**src/rtl/remover_frame_ctrl.sv**
```systemverilog
// Frame sequencer for the remover datapath: walks one active frame of pixel memory in raster
// order, feeds the remover, and tags its output with valid, x/y and line/frame markers.
//
// state   | meaning
// --------+-----------------------------------------------------------
// S_IDLE  | waiting for start
// S_FETCH | issuing pixel reads (paused while hold=1)
// S_DRAIN | all pixels issued, waiting for the tag pipeline to empty
// S_DONE  | one-cycle completion pulse
module remover_frame_ctrl #(
    parameter int H_ACT   = 640,
    parameter int V_ACT   = 480,
    parameter int ADDR_W  = 19,
    parameter int X_W     = 10,
    parameter int Y_W     = 9,
    parameter int REM_LAT = 1
) (
    input  logic              clk,
    input  logic              rstn,
    input  logic              start,
    input  logic              hold,
    input  logic              abort,
    output logic              mem_rd_en,
    output logic [ADDR_W-1:0] mem_addr,
    input  logic [7:0]        mem_rd_data,
    output logic [7:0]        rem_data,
    output logic              px_valid,
    output logic [X_W-1:0]    px_x,
    output logic [Y_W-1:0]    px_y,
    output logic              line_end,
    output logic              frame_end,
    output logic              busy,
    output logic              done
);

    localparam logic [1:0] S_IDLE  = 2'd0;
    localparam logic [1:0] S_FETCH = 2'd1;
    localparam logic [1:0] S_DRAIN = 2'd2;
    localparam logic [1:0] S_DONE  = 2'd3;

    localparam int                NPIX      = H_ACT * V_ACT;
    localparam logic [ADDR_W-1:0] LAST_ADDR = ADDR_W'(NPIX - 1);
    localparam logic [X_W-1:0]    LAST_X    = X_W'(H_ACT - 1);

    logic [1:0]        state, state_nxt;
    logic [ADDR_W-1:0] addr_cnt;
    logic [X_W-1:0]    x_cnt;
    logic [Y_W-1:0]    y_cnt;
    logic              issue, last_issue, pipe_busy;

    // Stage 0 lines up with mem_rd_data, stage REM_LAT with the remover output.
    logic [REM_LAT:0]  v_pipe, le_pipe, fe_pipe;
    logic [X_W-1:0]    x_pipe [REM_LAT+1];
    logic [Y_W-1:0]    y_pipe [REM_LAT+1];

    assign issue      = (state == S_FETCH) && !hold;
    assign last_issue = issue && (addr_cnt == LAST_ADDR);
    assign pipe_busy  = |v_pipe[REM_LAT-1:0];

    assign mem_rd_en  = issue;
    assign mem_addr   = issue ? addr_cnt : '0;

    always_comb begin
        state_nxt = state;
        case (state)
            S_IDLE:  if (start) state_nxt = S_FETCH;
            S_FETCH: if (last_issue) state_nxt = S_DRAIN;
            // The pixel sitting in the output stage now is the last one, so done follows frame_end.
            S_DRAIN: if (!pipe_busy) state_nxt = S_DONE;
            default: state_nxt = S_IDLE;
        endcase
        if (abort) state_nxt = S_IDLE;
    end

    always_ff @(posedge clk) begin
        if (!rstn) state <= S_IDLE;
        else       state <= state_nxt;
    end

    // Counters return to zero after the last issue so the address never passes the frame end.
    always_ff @(posedge clk) begin
        if (!rstn || abort || last_issue) begin
            addr_cnt <= '0;
            x_cnt    <= '0;
            y_cnt    <= '0;
        end else if (issue) begin
            addr_cnt <= addr_cnt + ADDR_W'(1);
            if (x_cnt == LAST_X) begin
                x_cnt <= '0;
                y_cnt <= y_cnt + Y_W'(1);
            end else begin
                x_cnt <= x_cnt + X_W'(1);
            end
        end
    end

    always_ff @(posedge clk) begin
        if (!rstn || abort) begin
            v_pipe  <= '0;
            le_pipe <= '0;
            fe_pipe <= '0;
            for (int i = 0; i <= REM_LAT; i++) begin
                x_pipe[i] <= '0;
                y_pipe[i] <= '0;
            end
        end else begin
            v_pipe    <= {v_pipe[REM_LAT-1:0], issue};
            le_pipe   <= {le_pipe[REM_LAT-1:0], issue && (x_cnt == LAST_X)};
            fe_pipe   <= {fe_pipe[REM_LAT-1:0], last_issue};
            x_pipe[0] <= x_cnt;
            y_pipe[0] <= y_cnt;
            for (int i = 1; i <= REM_LAT; i++) begin
                x_pipe[i] <= x_pipe[i-1];
                y_pipe[i] <= y_pipe[i-1];
            end
        end
    end

    assign rem_data  = v_pipe[0] ? mem_rd_data : 8'h00;
    assign px_valid  = v_pipe[REM_LAT];
    assign px_x      = v_pipe[REM_LAT] ? x_pipe[REM_LAT] : '0;
    assign px_y      = v_pipe[REM_LAT] ? y_pipe[REM_LAT] : '0;
    assign line_end  = v_pipe[REM_LAT] && le_pipe[REM_LAT];
    assign frame_end = v_pipe[REM_LAT] && fe_pipe[REM_LAT];
    assign busy      = (state != S_IDLE);
    assign done      = (state == S_DONE);

endmodule

```
**config.mk**
```make
export PLATFORM = sky130hd
export DESIGN_NAME = remover_frame_ctrl
export DESIGN_NICKNAME = d
export VERILOG_FILES = /design/src/rtl/remover_frame_ctrl.sv
export SDC_FILE = /design/constraint.sdc
export NUM_CORES = 1
export LEC_CHECK = 0
export CORE_AREA = 3 3 126 79
export CTS_CLUSTER_DIAMETER = 50
export CTS_CLUSTER_SIZE = 20
export DETAILED_ROUTE_END_ITERATION = 16
export DIE_AREA = 0 0 129 82
export PLACE_DENSITY = 0.77
export SLEW_MARGIN = 20
export SYNTH_ARGS = -nofsm -noshare
export SYNTH_HDL_FRONTEND = slang
export SYNTH_SLANG_ARGS = --single-unit
```
**constraint.sdc**
```tcl
create_clock -name clk -period 1.89 [get_ports clk]
set_input_delay 0.189 -clock clk [delete_from_list [all_inputs] [get_ports clk]]
set_output_delay 0.189 -clock clk [all_outputs]
set_load 0.01 [all_outputs]
```
==> results of run 1 <==
==> sequential cells by signal, summed over array words and instances (netlist names) <==
register and cells:
v_pipe 2, state 2, y_cnt 9, le_pipe 2
y_pipe 18, x_cnt 10, fe_pipe 2, addr_cnt 19
x_pipe 20
==> cell families (layout without fill, tap and decap cells) <==
family | Yosys count | in the layout | share of synthesized area (%)
adders and majority gates | 7 | 7 | 2.49
buffers and inverters | 27 | 123 | 3.45
DFF | 84 | 84 | 47.8
and+or+nand+nor | 204 | 204 | 33.9
xor gates and xnor gates | 22 | 22 | 5.48
muxes | 3 | 3 | 0.854
AOI/OAI and AO/OA | 32 | 32 | 6.02
==> power by group through the flow <==
stage          Sequential [mW]  Clock, mW  Combinational [mW]
6_report                  1.78       1.63               0.145
3_5_place_dp              1.82          0               0.136
2_1_floorplan             1.82          0              0.0625
4_1_cts                   1.78       1.67               0.136
3_3_place_gp              1.82          0               0.132
5_1_grt                   1.78       1.74               0.159
==> what timing repair did <==
action	4_1_cts	5_1_grt
endpoints found under the setup margin	41	49
resized for setup	24	26
hold buffers	0	0
pin swaps	0	5
setup buffers	0	2
==> final timing paths <==
path,depth (start not counted),start,slack [ps],endpoint
worst max-delay path,7,addr_cnt[1]$_SDFFE_PP0P_,10,addr_cnt[6]$_SDFFE_PP0P_
worst min-delay path,1,y_pipe[0][0]$_SDFF_PP0_,420,y_pipe[0][9]$_SDFF_PP0_
worst max register to register,7,addr_cnt[1]$_SDFFE_PP0P_,10,addr_cnt[6]$_SDFFE_PP0P_
worst min register to register,1,y_pipe[0][0]$_SDFF_PP0_,420,y_pipe[0][9]$_SDFF_PP0_
==> layout by cell type, fill, tap and decap left out, types with 3 or more instances in the layout <==
cell type        instances
buf_4                   26
buf_6                    3
or4_1                    7
nor3_1                  10
nand2_1                 23
nand3_1                 13
dlygate4sd2_1           13
and2_1                  84
a21oi_1                 14
xor2_1                   7
clkbuf_16                9
inv_1                    9
nor2_1                  24
ha_1                     5
dfxtp_1                 79
xnor2_1                 15
nor4_1                   6
mux2i_1                  3
o21ai_0                  4
clkdlybuf4s15_1          6
nand4_1                  9
clkdlybuf4s50_1         43
o31ai_1                  8
dfxtp_2                  5
inv_6                    3
==> Yosys cell counts, drive strengths merged <==
cell type	count	area share [%]
nor2	26	2.8
and2	85	15
o221ai	1	0.25
nor2b	1	0.18
a21oi	14	2.0
nor4b	1	0.25
o31ai	9	2.1
mux2i	3	0.85
o21ai	5	1.0
nand4b	2	0.50
or2	1	0.18
nand3	14	2.3
nor3b	1	0.21
clkbuf	11	1.2
and4b	1	0.28
nand2	23	2.5
dfxtp	84	48
or3b	2	0.50
buf	5	1.1
nand2b	2	0.36
xnor2	15	3.7
or3	2	0.36
nand3b	2	0.43
inv	11	1.2
xor2	7	1.7
and3	2	0.36
o21ba	1	0.28
o22ai	1	0.18
nor3	11	1.7
nor4	6	1.1
and3b	1	0.25
nand4	9	1.6
and4	2	0.50
ha	7	2.5
o21a	1	0.21
or4	10	2.4
==> area by class of cell <==
class	count	share of cell area, %
clock inverter	6	0.962
sequential	84	35.1
multi-input combinational	268	36.5
tap	116	3.02
timing repair buffer	96	18.7
inverter	11	0.858
clock buffer	10	4.97
==> routing by layer <==
layer	track usage, %	vias to the layer above	routed length [um]
li1	-	1463	-
met4	6.81	0	57
met3	5.26	6	404
met2	24.5	82	3390
met1	20.6	1247	3730
met5	0	-	0
==> stage by stage <==
step,TNS (ps),util (%)
4_1_cts,0,52.8
3_5_place_dp,-4340,49.8
3_3_place_gp,-776,49.8
2_1_floorplan,0,-
5_1_grt,-556,53.6
6_report,0,53.6
==> results.toml, run 1 <==
[status]
status = "finished clean"

[sta]
clock.fmax_ghz = 0.533
timing.clock.skew_ps = 4.82
fin_crit_ps = 1880
whs_ps = 423
layout_setup_ws_ps = 13.3
grt_setup_unrepaired = "yes"
max_slew.worst_pin.slew_ps = 510
final_min_period_over_clock_period_pct = 99.3
final_hold_viol_count = 0
timing.final.max_slew_violations = 0
setup_violations = 0
slew_headroom_pct = 66.0

[clock_network]
root_buffer = "clkbuf_16"
cts_sinks = 84
clockBufferDepth = 2
clkSlewWorstSetupHoldPaths_ps = 60
h-tree-depth = 3
cts_made_buffers = 9
tritoncts = "built"
worst_skew_pair.late_latency_ps = 330

[routing]
drt-pass1-iter-count = 4
route.final.wire_length_um = 7580
route.vias.total = 2798
vias_per_cell = 4.73
detailed_route_wire_length_per_cell_um = 12.8
post-route-drc-count = 0
antenna_violating_nets_post_route = 0
initialDrtViolationCount = 101

[global_routing]
grt_pass1_wl_um = 13100
grt_pass1_vias = 2751
initial_antenna_violation_count = 0
globalRouteOverflowTotal = 0
grt_start_max_net_pins = 45
grt_usage_pct = 15.9

[cells_and_area]
flow.area_growth_from_synthesis_pct = 36.9
finish.instance_area_um2 = 4810
share_of_final_layout_standard_cells_stronger_than_drive_strength_1_pct = 15.4
finalNetCount = 490
area.sequential_um2 = 1690
area_taken_by_multi_input_logic_gates_um2 = 1750
filler_cell_count = 791
post_layout_nonfiller_instances = 591
diode_count = 0

[power_and_ir_drop]
p_total_mw = 3.55
pwr-share-seq_pct = 50.1
power.share.switching_pct = 21.6
power.leakage_nw = 1.80
p_int_mw = 2.78
combinationalPowerShare_pct = 4.1
power_per_cell_area_nw_per_um2 = 738
power.ir.vdd_worst_mv = 0.392
clockPowerShare_pct = 45.9
sw_pwr_mw = 0.768

[placement]
numPlacedInstances = 573
gp_congestion = 0.840
io_buffers = 64
postPlaceCellArea_um2 = 4470
post-dp-hpwl_um = 5510
placement.setup.worst_slack_ps = -143

[die]
floorplan.io_pins = 65
initial_utilization_pct = 39.1
floorplan_die_height_um = 82
chipWidth_um = 129
fp-row-count = 27
design.core.area_um2 = 8990
dieArea_um2 = 10600

[synthesis]
synth.ff_latch_count = 84
synthDistinctLibCells = 46
syn_avg_cell_area_um2 = 9.27
syn-cell-area_um2 = 3510
postSynthNetCount = 399
yosysSeqAreaShare_pct = 47.8
synthesis.instances = 379
yosysWarningCount = 0

[flow_run]
timing.max_cap.violations = 0

[setup_path]
critical_path.max_fanout = 7
path_buf_inv = 2
critPathTopFamily = "simple AND/OR/NAND/NOR gates"
critical-path-slowest-cell = "or4_4"
critical-path-max-stage-delay_ps = 620
endpoint_kind = "flop"
crit_path_start_kind = "flop"
worstPathArrival_ps = 2100
path_cells = "ha_4, nand4_1, or4_4, o21ai_4, buf_6, buf_12, nor2_1"
path_class = "reg2reg"
worst_ep_required_ps = 2110

[min_path]
hold_path.class = "reg2reg"
Note: power is estimated with default switching activity, not from simulation.
==> inputs of run 2 (changes only) <==
CORE_AREA = 3 3 116 73   (was 3 3 126 79)
DIE_AREA = 0 0 119 76   (was 0 0 129 82)
PLACE_DENSITY = 0.78   (was 0.77)
==> run 2 against run 1 <==
  * The flow now finishes with violations (negative setup slack)
  * Critical path type unchanged
  * Via count increased by 5.0%
  * Routed wire length increased by 8.4%
  * Clock skew increased by 2.3 ps
  * Register-to-register slack got worse by 30 ps
  * Largest cell class unchanged
  * First-iteration DRC count increased by 93%
  * Sequential cell count unchanged
  * Worst setup slack got worse by 30 ps
==> results.toml, run 2 (same netlist as run 1, synthesis figures left out) <==
[setup_path]
critical-path-max-stage-delay_ps = 500
critical_path.max_fanout = 7
ff2ff_setup_slack_ps = -20
endpoint_kind = "flop"
crit_path_start_kind = "flop"
critical-path-slowest-cell = "or4_4"
rr_endpoint = "x_cnt[0]$_SDFFE_PP0P_"
path_cells = "inv_2, ha_4, buf_6, nand4b_1, or4_4, o21ai_4, buf_12, clkbuf_16, a21oi_1"
worst_ep_required_ps = 2120
path_class = "reg2reg"
worstPathArrival_ps = 2130
r2r_start = "state[1]$_SDFFE_PP0P_"
reg2regPathDepth = 9

[global_routing]
grt_start_max_net_pins = 27
grt_pass1_vias = 2652
globalRouteOverflowTotal = 0
grt_usage_pct = 17.5
grt_pass1_wl_um = 12800
initial_antenna_violation_count = 0

[sta]
setup_total_negative_slack_ps = -135
max_slew.worst_pin.slew_ps = 496
setup_violations = 15
final_min_period_over_clock_period_pct = 101
layout_setup_ws_ps = -16.6
slew_headroom_pct = 66.7
fin_crit_ps = 1910
timing.final.max_slew_violations = 0
whs_ps = 424
clock.fmax_ghz = 0.524
grt_setup_unrepaired = "yes"
final_hold_viol_count = 0
timing.clock.skew_ps = 7.10

[clock_network]
clockBufferDepth = 2
h-tree-depth = 3
tritoncts = "built"
cts_made_buffers = 9
root_buffer = "clkbuf_16"
cts_sinks = 84
worst_skew_pair.late_latency_ps = 340
clkSlewWorstSetupHoldPaths_ps = 60

[cells_and_area]
flow.area_growth_from_synthesis_pct = 37.9
diode_count = 0
largest_register_ffs = 20
final_core_util_pct = 65.9
most_common_cell_after_layout_fill_and_taps_aside = "and2_1"
top_regs = "x_pipe: 20 flops, addr_cnt: 19 flops, y_pipe: 18 flops"
share_of_final_layout_standard_cells_stronger_than_drive_strength_1_pct = 19.2
layout_common_cells = "and2_1, dfxtp_1, clkdlybuf4s50_1, buf_4, nor2_1"
largest_register = "x_pipe"
finalNetCount = 500

[status]
status = "finished with violations"
violations = "negative setup slack"

[routing]
detailed_route_wire_length_per_cell_um = 13.9
drt-pass1-iter-count = 5
route.vias.total = 2939
post-route-drc-count = 0
route.final.wire_length_um = 8210
vias_per_cell = 4.99
antenna_violating_nets_post_route = 0
initialDrtViolationCount = 195

[die]
floorplan_die_height_um = 76
design.core.area_um2 = 7360
initial_utilization_pct = 47.8
chipWidth_um = 119
dieArea_um2 = 9040
fp-row-count = 24
floorplan.io_pins = 65

[flow_run]
timing.max_cap.violations = 0

[placement]
post-dp-hpwl_um = 5650
io_buffers = 64
placement.setup.worst_slack_ps = -97.6
gp_congestion = 0.882

[min_path]
hold_path_startpoint = "y_pipe[0][6]$_SDFF_PP0_"
hold_end = "y_pipe[0][15]$_SDFF_PP0_"
hold_path.class = "reg2reg"
worstHoldPathCells = 1

[power_and_ir_drop]
power.leakage_nw = 1.84
power_per_cell_area_nw_per_um2 = 746
power.ir.vdd_worst_mv = 0.369
run 2: cell types whose count changed in the layout (fill, tap and decap cells not counted), moves of 2 or more:
cell and delta:
dfxtp_2 -3, clkdlybuf4s15_1 -6, nor2_2 -2, buf_4 +10, ha_2 +2, dlygate4sd2_1 -7, dfxtp_1 +3, clkbuf_2 +13
run 2: stage by stage:
step	power, mW	instances	area [um2]
2_1_floorplan	1.88	379	3520
3_3_place_gp	1.95	567	4500
3_5_place_dp	1.95	567	4500
4_1_cts	3.63	585	4840
5_1_grt	3.73	589	4850
6_report	3.62	589	4850
run 2: final cells by class:
type                    instances  area, um2
fillers                       607       2510
multi-input cells             268       1760
flip-flops and latches         84       1680
repair buffers                106        936
clock buffers                   9        225
well taps                     104        130
clock inverters                 7       67.6
inverters                      11       41.3
run 2: worst max-delay path: cells and delay by family, from the launching register on:
| kind | cells | cell delay (ps) |
|---|---|---|
| simple gates | 2 | 600 |
| buf+inv | 4 | 450 |
| flops | 1 | 320 |
| fa+ha+maj | 1 | 160 |
| compound gates | 2 | 250 |
run 2: routing by layer:
layer | track usage, % | wire [um]
met1 | 24.0 | 3890
met2 | 26.7 | 3670
met3 | 5.93 | 582
met4 | 3.82 | 74
met5 | 0 | 0
run 2: worst max-delay path by stage:
stage               slack (ps)  cells after the start                         to                  start
finish                     -20                      9      x_cnt[0]$_SDFFE_PP0P_  state[1]$_SDFFE_PP0P_
detailed placement        -100                      7  addr_cnt[17]$_SDFFE_PP0P_                   hold
floorplan                   20                      6  addr_cnt[18]$_SDFFE_PP0P_  state[1]$_SDFFE_PP0P_
CTS                         -8                      8                mem_addr[4]  state[1]$_SDFFE_PP0P_
global placement           -60                      7  addr_cnt[13]$_SDFFE_PP0P_                   hold
global route               -90                      9      x_cnt[7]$_SDFFE_PP0P_  state[1]$_SDFFE_PP0P_
run 2: repair_timing:
item,CTS,global route
hold buffers,0,0
gates cloned,0,2
gates resized for setup,43,21
setup buffers,2,2
pin swaps,0,4
endpoints found under the setup margin,52,46
endpoints found under the hold margin,0,0
run 2: report_power, final:
group          internal (mW)  switching, mW
clock                  0.919          0.757
combinational         0.0882         0.0755
sequential              1.77        0.00382
==> inputs of run 3 (changes only) <==
SLEW_MARGIN = 10   (was 20)
==> results of run 3 <==
Final layout, timing and power as in run 2 (identical DEF).
